==> src/rtl/pipe_adder.sv <==
// Pipelined ripple-carry adder/subtractor: CHUNK bits resolved per stage, carry registered between stages.
// Optional signed-overflow output enabled by defining PIPE_ADDER_OVF_EN.
module pipe_adder #(
  parameter int unsigned WIDTH = 16,
  parameter int unsigned CHUNK = 4
) (
  input  logic             clk,
  input  logic             rst,
  input  logic             in_valid,
  output logic             in_ready,
  input  logic [WIDTH-1:0] a,
  input  logic [WIDTH-1:0] b,
  input  logic             cin,
  input  logic             sub,
  output logic             out_valid,
  input  logic             out_ready,
  output logic [WIDTH-1:0] sum,
  output logic             cout
`ifdef PIPE_ADDER_OVF_EN
  ,
  output logic             ovf
`endif
);

  localparam int unsigned STAGES = WIDTH / CHUNK;

  logic                         advance;
  logic [STAGES-1:0]            vld;
  logic [STAGES-1:0]            cry;
  logic [STAGES-1:0][WIDTH-1:0] opa;
  logic [STAGES-1:0][WIDTH-1:0] opb;
  logic [STAGES-1:0][WIDTH-1:0] res;
  logic                         unused_skew;

  // Whole pipe freezes while a result is waiting on downstream.
  assign advance   = !vld[STAGES-1] || out_ready;
  assign in_ready  = advance && !rst;
  assign out_valid = vld[STAGES-1];
  assign sum       = res[STAGES-1];
  assign cout      = cry[STAGES-1];

  // Operand copies leaving the last stage have no consumer.
  assign unused_skew = ^{opa[STAGES-1], opb[STAGES-1]};

  for (genvar k = 0; k < STAGES; k++) begin : g_stage
    logic             v_in;
    logic             c_in;
    logic [WIDTH-1:0] a_in;
    logic [WIDTH-1:0] b_in;
    logic [WIDTH-1:0] r_in;
    logic [CHUNK:0]   s;
    logic             v_q, v_d;
    logic             c_q, c_d;
    logic [WIDTH-1:0] a_q, a_d;
    logic [WIDTH-1:0] b_q, b_d;
    logic [WIDTH-1:0] r_q, r_d;

    if (k == 0) begin : g_src
      // Subtract folds into the add as a + ~b + ~cin.
      assign v_in = in_valid && in_ready;
      assign c_in = sub ? ~cin : cin;
      assign a_in = a;
      assign b_in = sub ? ~b : b;
      assign r_in = '0;
    end else begin : g_src
      assign v_in = vld[k-1];
      assign c_in = cry[k-1];
      assign a_in = opa[k-1];
      assign b_in = opb[k-1];
      assign r_in = res[k-1];
    end

    always_comb begin
      v_d = v_q;
      c_d = c_q;
      a_d = a_q;
      b_d = b_q;
      r_d = r_q;
      s   = {1'b0, a_in[k*CHUNK +: CHUNK]} + {1'b0, b_in[k*CHUNK +: CHUNK]}
          + (CHUNK+1)'(c_in);
      if (advance) begin
        v_d                   = v_in;
        c_d                   = s[CHUNK];
        a_d                   = a_in;
        b_d                   = b_in;
        r_d                   = r_in;
        r_d[k*CHUNK +: CHUNK] = s[CHUNK-1:0];
      end
    end

    always_ff @(posedge clk) begin
      if (rst) begin
        v_q <= 1'b0;
        c_q <= 1'b0;
        a_q <= '0;
        b_q <= '0;
        r_q <= '0;
      end else begin
        v_q <= v_d;
        c_q <= c_d;
        a_q <= a_d;
        b_q <= b_d;
        r_q <= r_d;
      end
    end

    assign vld[k] = v_q;
    assign cry[k] = c_q;
    assign opa[k] = a_q;
    assign opb[k] = b_q;
    assign res[k] = r_q;

`ifdef PIPE_ADDER_OVF_EN
    if (k == STAGES-1) begin : g_ovf
      logic ovf_q, ovf_d;

      // Carry into the MSB is recovered as a ^ b ^ sum at that bit.
      always_comb begin
        ovf_d = ovf_q;
        if (advance) begin
          ovf_d = a_in[WIDTH-1] ^ b_in[WIDTH-1] ^ s[CHUNK-1] ^ s[CHUNK];
        end
      end

      always_ff @(posedge clk) begin
        if (rst) begin
          ovf_q <= 1'b0;
        end else begin
          ovf_q <= ovf_d;
        end
      end

      assign ovf = ovf_q;
    end
`endif
  end

endmodule

==> config.mk <==
export PLATFORM = sky130hd
export DESIGN_NAME = pipe_adder
export DESIGN_NICKNAME = d
export VERILOG_FILES = /design/src/rtl/pipe_adder.sv
export SDC_FILE = /design/constraint.sdc
export NUM_CORES = 1
export LEC_CHECK = 0
export CAP_MARGIN = 40
export CORE_ASPECT_RATIO = 1.1
export CORE_MARGIN = 3
export CORE_UTILIZATION = 58
export DETAILED_ROUTE_END_ITERATION = 8
export PLACE_DENSITY = 0.84
export SYNTH_ARGS = -nofsm -noshare
export SYNTH_HDL_FRONTEND = slang
export SYNTH_SLANG_ARGS = --single-unit
==> constraint.sdc <==
create_clock -name clk -period 4.3 [get_ports clk]
set_input_delay 0.645 -clock clk [delete_from_list [all_inputs] [get_ports clk]]
set_output_delay 0.645 -clock clk [all_outputs]
set_load 0.005 [all_outputs]
==> qor.yml, run 1 <==
run_status:
  outcome: "finished, final reports clean"
placement:
  numPortBuffers: 56
  hpwl_um: 5260
  dp_slack_ns: 1.28
  gp_congestion: 0.787
  place_inst: 581
drt:
  drt_iter0_drc: 293
  drc: 0
  drt.antenna.violating_nets: 0
  wl_per_cell_um: 13.6
  routed_wl_um: 8090
  vias: 3228
  firstDrtPassIters: 4
  vias_per_cell: 5.41
critical_path:
  cp_max_fo: 17
  path_buf_inv: 2
  path_cells: "clkdlybuf4s50_1, buf_4, xor2_1, fa_1, fa_1, a21o_1, a211oi_1, nor3_1"
  r2r_cells: 5
  crit_slowest_cell: "clkdlybuf4s50_1"
  critPathTopFamily: "adder cells"
  critPathArrivalTime_ns: 2.88
  cp.required_ns: 4.54
  cp.depth: 8
  end_kind: "flip-flop"
  path_common_cell: "fa_1"
  crit_type: "primary input to flip-flop"
  cp-start-kind: "primary input"
  max_stage_delay_ns: 0.46
logic_synthesis:
  ys_seq_elements: 96
  synth.distinct_cells: 26
  ys_seq_area_frac: 0.473
  syn_inst: 474
  synthTopCellsByCount: "nand2_1, dfxtp_1, a21oi_1"
  synth.most_common_cell: "nand2_1"
  syn_area_um2: 4060
  yosysWarnings: 0
  ys_top_cells_by_area: "dfxtp_1, nand2_1, a21oi_1"
  synth_top_area_cell: "dfxtp_1"
  async_reset_ff_frac: 0
  syn_nets: 532
  ys.flop_type: "dfxtp_1"
  synth_area_per_cell_um2: 8.57
  synth_edf_count: 0
  yosysTopAreaCellShare: 0.473
hold_path:
  min-delay-path-class: "flip-flop to flip-flop"
  holdPathStages: 2
clock_network:
  htree_levels: 3
  cts_resized: 0
  cts_tree: "done"
  cts_setup_buffers: 0
  clock_sinks: 96
  worstSkewPairLatency_ns: 0.35
  ctsHoldBuffers: 0
  cts_root_buf: "clkbuf_8"
  clk_pin_slew_ns: 0.10
  clk_path_buf_depth: 2
  cts_buffers: 9
timing:
  fmax_ghz: 0.379
  worst_pin_slew_ns: 0.878
  finClkSkew_ns: 0.0109
  post-route-period-util: 0.613
  setup_slack_ns: 1.66
  maxSlewViolCount: 0
  tns_ns: 0
  rsz0062_at_grt: "false"
  maxSlewHeadroom: 0.415
  finalCriticalPeriod_ns: 2.64
  finalSetupViolCount: 0
  hold_viol: 0
global_route:
  grt_max_degree: 90
  grt_pass1_wl_um: 13900
  grt_usage: 0.215
  grt-ovfl-total: 0
  antenna_found_initial: 0
  grt_pass1_vias: 3063
floorplan:
  dieArea_um2: 8040
  initial_core_util: 0.609
  coreArea_um2: 6670
  num_rows: 31
  die_w_um: 85.8
  die_h_um: 93.8
  io-pin-count: 57
finish:
  final_nets: 568
  fill_cells: 511
  num_antenna_cells: 0
  regArea_um2: 1920
  synthToLayoutAreaGrowth_pct: 17.3
  stdcell_count: 597
  drive_gt1_frac: 0.0485
  multi_input_area_um2: 1910
pwr:
  power_frac_comb: 0.120
  intPower_mw: 1.34
  netSwitchingFraction: 0.254
  p_sw_mw: 0.455
  p_seq_frac: 0.548
  p_per_area_nw_per_um2: 376
  leakage_nw: 1.85
  ir_drop_mv: 0.262
  clock_power_share: 0.332
flow_run:
  max_cap_viol_count: 0
final cells by class:
cell class | instances | share of cell area
Tap cell | 82 | 0.0216
Multi-Input combinational cell | 337 | 0.402
Clock buffer | 9 | 0.0260
Inverter | 6 | 0.00473
Timing Repair Buffer | 60 | 0.126
Clock inverter | 7 | 0.0163
Sequential cell | 96 | 0.404
cells by family (layout without fill, tap and decap cells):
| kind of cell | count (synthesis) | in the layout | share of synthesized area |
|---|---|---|---|
| simple gates | 187 | 187 | 0.185 |
| compound gates | 109 | 109 | 0.160 |
| flops | 96 | 96 | 0.473 |
| buf+inv | 41 | 82 | 0.0595 |
| xor+xnor | 21 | 21 | 0.0453 |
| fa+ha+maj | 20 | 20 | 0.0764 |
power by group through the flow:
| stage | clock (mW) | sequential, mW | combinational (mW) |
|---|---|---|---|
| 6_report | 0.595 | 0.982 | 0.215 |
| 2_1_floorplan | 0 | 0.994 | 0.138 |
| 3_5_place_dp | 0 | 1.00 | 0.214 |
| 4_1_cts | 0.606 | 0.982 | 0.216 |
| 5_1_grt | 0.644 | 0.990 | 0.243 |
| 3_3_place_gp | 0 | 0.999 | 0.202 |
path summary, 6_finish.rpt:
check | from | end | slack (ns)
max | sub | g_stage[0].c_q | 1.66
max reg2reg | g_stage[2].c_q | cout | 2.37
min reg2reg | sum[12] | sum[12] | 0.45
min | sum[12] | sum[12] | 0.45
registers in the layout, indices dropped and copies added (netlist names):
register     cells
g_stage.a_q     24
g_stage.b_q     24
g_stage.r_q     24
sum             16
g_stage.c_q      3
g_stage.v_q      3
cout             1
out_valid        1
metal layers:
metal  up-vias  share of wire  track usage  wire length [µm]
li1       1641              -            -                 -
met1      1495           0.43        0.273              3470
met2        73           0.51        0.354              4120
met3        19          0.038       0.0377               311
met4         0          0.024        0.102               191
met5         -              0            0                 0
cells in the final DEF, fill, tap and decap left out:
cell             count
a2111o_1             4
a211oi_1            18
a211oi_2             2
a21o_1               5
a21oi_1             75
buf_12               1
buf_4                4
bufinv_16            1
clkbuf_8             9
clkdlybuf4s50_1     55
clkinv_2             1
clkinv_4             1
clkinvlp_4           1
dfxtp_1             96
fa_1                 8
ha_1                12
inv_1                6
inv_6                3
nand2_1            142
nand2b_1             3
nand2b_4             1
nand3_1              2
nand3b_1             4
nand4_1              1
nor2_1              25
nor2b_1              3
nor2b_4              1
nor3_1               2
o211ai_1             3
o21ai_0              2
or3_1                3
xnor2_1             15
xor2_1               6
worst min-delay path, delay by kind of cell (launching register included):
family / cells / cell delay (ns)
compound gates: 1 / 0.05
simple gates: 1 / 0.05
flops: 1 / 0.32
metrics by stage:
| step | instance area (µm²) | utilization | hold WS, ns | power [mW] |
|---|---|---|---|---|
| final | 4760 | 0.714 | 0.452 | 1.79 |
| after global routing | 4760 | 0.714 | 0.471 | 1.88 |
| after CTS | 4760 | 0.714 | 0.447 | 1.80 |
| after detailed placement | 4560 | 0.683 | 0.444 | 1.22 |
| after global placement | 4540 | 0.680 | 0.437 | 1.20 |
| after floorplan | 4060 | - | 0.432 | 1.13 |
Power figures use the tool's default switching activity.
==> run 2: changes to the inputs <==
Settings changed: CORE_UTILIZATION 58 to 49, PLACE_DENSITY 0.84 to 0.76.
Clock period 4.3 ns to 2.15 ns, I/O delays scaled along.
==> qor.yml, run 2 (synthesis gave the netlist of run 1 again) <==
clock_network:
  ctsHoldBuffers: 0
  cts_resized: 0
  clock_sinks: 96
  cts_buffers: 9
  clk_pin_slew_ns: 0.08
  clk_path_buf_depth: 2
  cts_root_buf: "clkbuf_8"
  worstSkewPairLatency_ns: 0.36
  cts_setup_buffers: 0
  cts_tree: "done"
  htree_levels: 3
critical_path:
  cp-start-kind: "primary input"
  crit_type: "primary input to flip-flop"
  cp_max_fo: 3
  end_kind: "flip-flop"
  critPathArrivalTime_ns: 2.29
  cp.required_ns: 2.38
  r2r_cells: 5
finish:
  mostFrequentLayoutCell: "nand2_1"
  fill_cells: 709
  drive_gt1_frac: 0.0650
  final_nets: 576
  num_antenna_cells: 0
  most-common-layout-cells: "nand2_1, dfxtp_1, a21oi_1"
  regArea_um2: 1920
  biggestRegsByFlops: "g_stage.a_q: 24 flops, g_stage.b_q: 24 flops, g_stage.r_q: 24 flops"
  synthToLayoutAreaGrowth_pct: 20.7
  fin_util: 0.613
  final_area_um2: 4900
  multi_input_area_um2: 1920
pwr:
  netSwitchingFraction: 0.248
  p_sw_mw: 0.884
  clock_power_share: 0.325
  leakage_nw: 1.90
  total_power_mw: 3.57
  p_per_area_nw_per_um2: 728
  intPower_mw: 2.68
  power_frac_comb: 0.126
  ir_drop_mv: 0.302
  p_seq_frac: 0.549
drt:
  drc: 0
  firstDrtPassIters: 4
  vias_per_cell: 4.94
  drt_iter0_drc: 165
  drt.antenna.violating_nets: 0
  vias: 3115
  routed_wl_um: 7790
  wl_per_cell_um: 12.3
floorplan:
  num_rows: 34
  io-pin-count: 57
  die_w_um: 92.8
  initial_core_util: 0.508
  coreArea_um2: 8000
  dieArea_um2: 9420
  die_h_um: 101
global_route:
  antenna_found_initial: 0
  grt_pass1_wl_um: 13500
  grt_max_degree: 90
  grt-ovfl-total: 0
  grt_pass1_vias: 3052
  grt_usage: 0.177
timing:
  fmax_ghz: 0.487
  maxSlewHeadroom: 0.756
  finalCriticalPeriod_ns: 2.05
  worst_pin_slew_ns: 0.367
  rsz0062_at_grt: "false"
  hold_viol: 0
  finalSetupViolCount: 0
  post-route-period-util: 0.955
  maxSlewViolCount: 0
  finClkSkew_ns: 0.00846
placement:
  gp_congestion: 0.769
  hpwl_um: 5250
  numPortBuffers: 56
  dpl_cell_area_um2: 4710
flow_run:
  max_cap_viol_count: 0
hold_path:
  min-delay-path-class: "flip-flop to flip-flop"
  holdPathStages: 2
run_status:
  outcome: "finished, final reports clean"
==> run 2: path summary, 6_finish.rpt <==
check	slack, ns	to	from
worst max-delay path	0.1	g_stage[0].c_q	sub
worst min-delay path	0.45	sum[11]	sum[11]
worst max register to register	0.24	cout	g_stage[2].c_q
worst min register to register	0.45	sum[11]	sum[11]
==> run 2: metal layers <==
metal / vias to the layer above / wire length, µm / track usage
li1: 1650 / - / -
met1: 1390 / 3470 / 0.222
met2: 63 / 3870 / 0.309
met3: 12 / 307 / 0.0297
met4: 0 / 133 / 0.0654
met5: - / 0 / 0
==> run 2: layout make-up <==
cell class	instances	area share
Clock buffer	10	0.0260
Clock inverter	6	0.0138
Inverter	6	0.00459
Multi-Input combinational cell	337	0.391
Sequential cell	96	0.392
Tap cell	108	0.0276
Timing Repair Buffer	68	0.145
==> run 2: power groups by stage <==
stage	sequential (mW)	clock (mW)	combinational, mW
after floorplan	1.99	0	0.278
after CTS	1.96	1.19	0.454
after detailed placement	2.00	0	0.451
after global placement	2.00	0	0.431
final	1.96	1.16	0.449
after global routing	1.98	1.27	0.508
==> run 2: critical path: stages <==
cell	delay, ns
clkdlybuf4s50_1	0.50
xor2_1	0.22
fa_2	0.39
fa_2	0.36
a21o_1	0.17
a211oi_1	0.25
nor3_1	0.08
==> run 2: stage by stage <==
step | setup slack (ns) | hold WS [ns] | setup TNS (ns) | std cells
6_report | 0.0964 | 0.452 | 0 | 631
5_1_grt | 0.0368 | 0.473 | 0 | 631
4_1_cts | 0.0956 | 0.456 | 0 | 631
3_5_place_dp | -0.269 | 0.444 | -0.763 | 615
3_3_place_gp | -0.233 | 0.438 | -0.574 | 615
2_1_floorplan | 0.0359 | 0.432 | 0 | 474
==> run 3: changes to the inputs <==
Settings changed: CORE_ASPECT_RATIO 1.1 to 0.9, CTS_CLUSTER_DIAMETER set to 80.
==> qor.yml, run 3 (synthesis gave the netlist of run 1 again) <==
timing:
  finClkSkew_ns: 0.0139
  finalSetupViolCount: 0
  fmax_ghz: 0.501
  maxSlewHeadroom: 0.722
  tns_ns: 0
  maxSlewViolCount: 0
  hold_viol: 0
  post-route-period-util: 0.928
  rsz0062_at_grt: "false"
  worst_pin_slew_ns: 0.418
  finalCriticalPeriod_ns: 1.99
clock_network:
  htree_levels: 3
  cts_tree: "done"
  clk_path_buf_depth: 2
  cts_buffers: 9
  cts_setup_buffers: 0
  ctsHoldBuffers: 0
  clk_pin_slew_ns: 0.10
  cts_root_buf: "clkbuf_8"
  clock_sinks: 96
  cts_resized: 0
  worstSkewPairLatency_ns: 0.36
floorplan:
  io-pin-count: 57
  num_rows: 30
  coreArea_um2: 7810
  die_w_um: 102
  die_h_um: 92.4
  initial_core_util: 0.520
  dieArea_um2: 9420
placement:
  hpwl_um: 5070
  place_inst: 600
  numPortBuffers: 56
  gp_congestion: 0.714
drt:
  wl_per_cell_um: 12.4
  drt_iter0_drc: 127
  drt.antenna.violating_nets: 0
  routed_wl_um: 7640
  vias_per_cell: 5.07
  vias: 3124
  drc: 0
  firstDrtPassIters: 4
global_route:
  grt-ovfl-total: 0
  grt_pass1_vias: 2906
  grt_max_degree: 105
  grt_usage: 0.173
  grt_pass1_wl_um: 13200
  antenna_found_initial: 0
finish:
  most-common-layout-cells: "nand2_1, dfxtp_1, a21oi_1"
  fin_util: 0.624
  num_antenna_cells: 0
  mostFrequentLayoutCell: "nand2_1"
  multi_input_area_um2: 1920
  final_nets: 573
  drive_gt1_frac: 0.0615
  regArea_um2: 1920
  biggestRegsByFlops: "g_stage.a_q: 24 flops, g_stage.b_q: 24 flops, g_stage.r_q: 24 flops"
  synthToLayoutAreaGrowth_pct: 19.9
  stdcell_count: 616
  fill_cells: 704
flow_run:
  max_cap_viol_count: 0
pwr:
  leakage_nw: 1.90
  p_seq_frac: 0.552
  netSwitchingFraction: 0.262
  p_per_area_nw_per_um2: 729
  power_frac_comb: 0.125
  p_sw_mw: 0.930
  intPower_mw: 2.62
  ir_drop_mv: 0.436
  clock_power_share: 0.323
critical_path:
  critPathArrivalTime_ns: 1.67
  cp.required_ns: 1.83
  cp_max_fo: 2
  end_kind: "output pin"
  crit_type: "primary input to output pin"
  cp-start-kind: "primary input"
hold_path:
  min-delay-path-class: "flip-flop to flip-flop"
run_status:
  outcome: "finished, final reports clean"
## run 3: changes by cell type in the layout (fill, tap and decap cells not counted)
cell and delta:
buf_4 -3, bufinv_16 -1, clkbuf_1 -1, clkbuf_8 +1
clkdlybuf4s50_1 -1, clkinv_2 -1, clkinvlp_4 -1, dlymetal6s2s_1 +1
inv_8 +3
## run 3: power by group through the flow
stage	registers (mW)	logic, mW	clock network, mW
after floorplan	1.99	0.278	0
after global placement	2.00	0.424	0
after detailed placement	2.00	0.441	0
after CTS	1.96	0.445	1.18
after global routing	1.98	0.499	1.25
final	1.96	0.442	1.15
## run 3: area by class of cell
class,instances,area share
repair buffers,65,0.142
inverters,6,0.00463
well taps,96,0.0247
clock inverters,6,0.0121
clock buffers,10,0.0283
multi-input cells,337,0.394
flip-flops and latches,96,0.395
## run 3: path summary, 6_finish.rpt
kind	end	slack (ns)	depth (start not counted)	start
max	in_ready	0.16	4	out_ready
min	sum[3]	0.45	2	sum[3]
max reg2reg	cout	0.25	5	g_stage[2].c_q
min reg2reg	sum[3]	0.45	2	sum[3]
## run 3: metal layers
metal  GRT usage  routed length, µm  part of all wire
met3      0.0444                369             0.048
met4      0.0590                 91             0.012
met1       0.234               3600              0.47
met2       0.267               3570              0.47
met5           0                  0                 0
## run 3: through the flow
step	hold slack, ns	total power [mW]	cell area (µm²)	setup slack (ns)
global placement	0.438	2.42	4670	-0.272
global route	0.474	3.73	4870	0.132
CTS	0.457	3.58	4870	0.0724
detailed placement	0.445	2.44	4670	-0.301
floorplan	0.432	2.27	4070	0.0359
finish	0.451	3.55	4870	0.156
## run 3: worst max-delay path, cell delays in order
cell and delay (ns):
clkdlybuf4s50_1 0.52, nor2b_4 0.06, nor2_1 0.21, clkdlybuf4s50_1 0.55
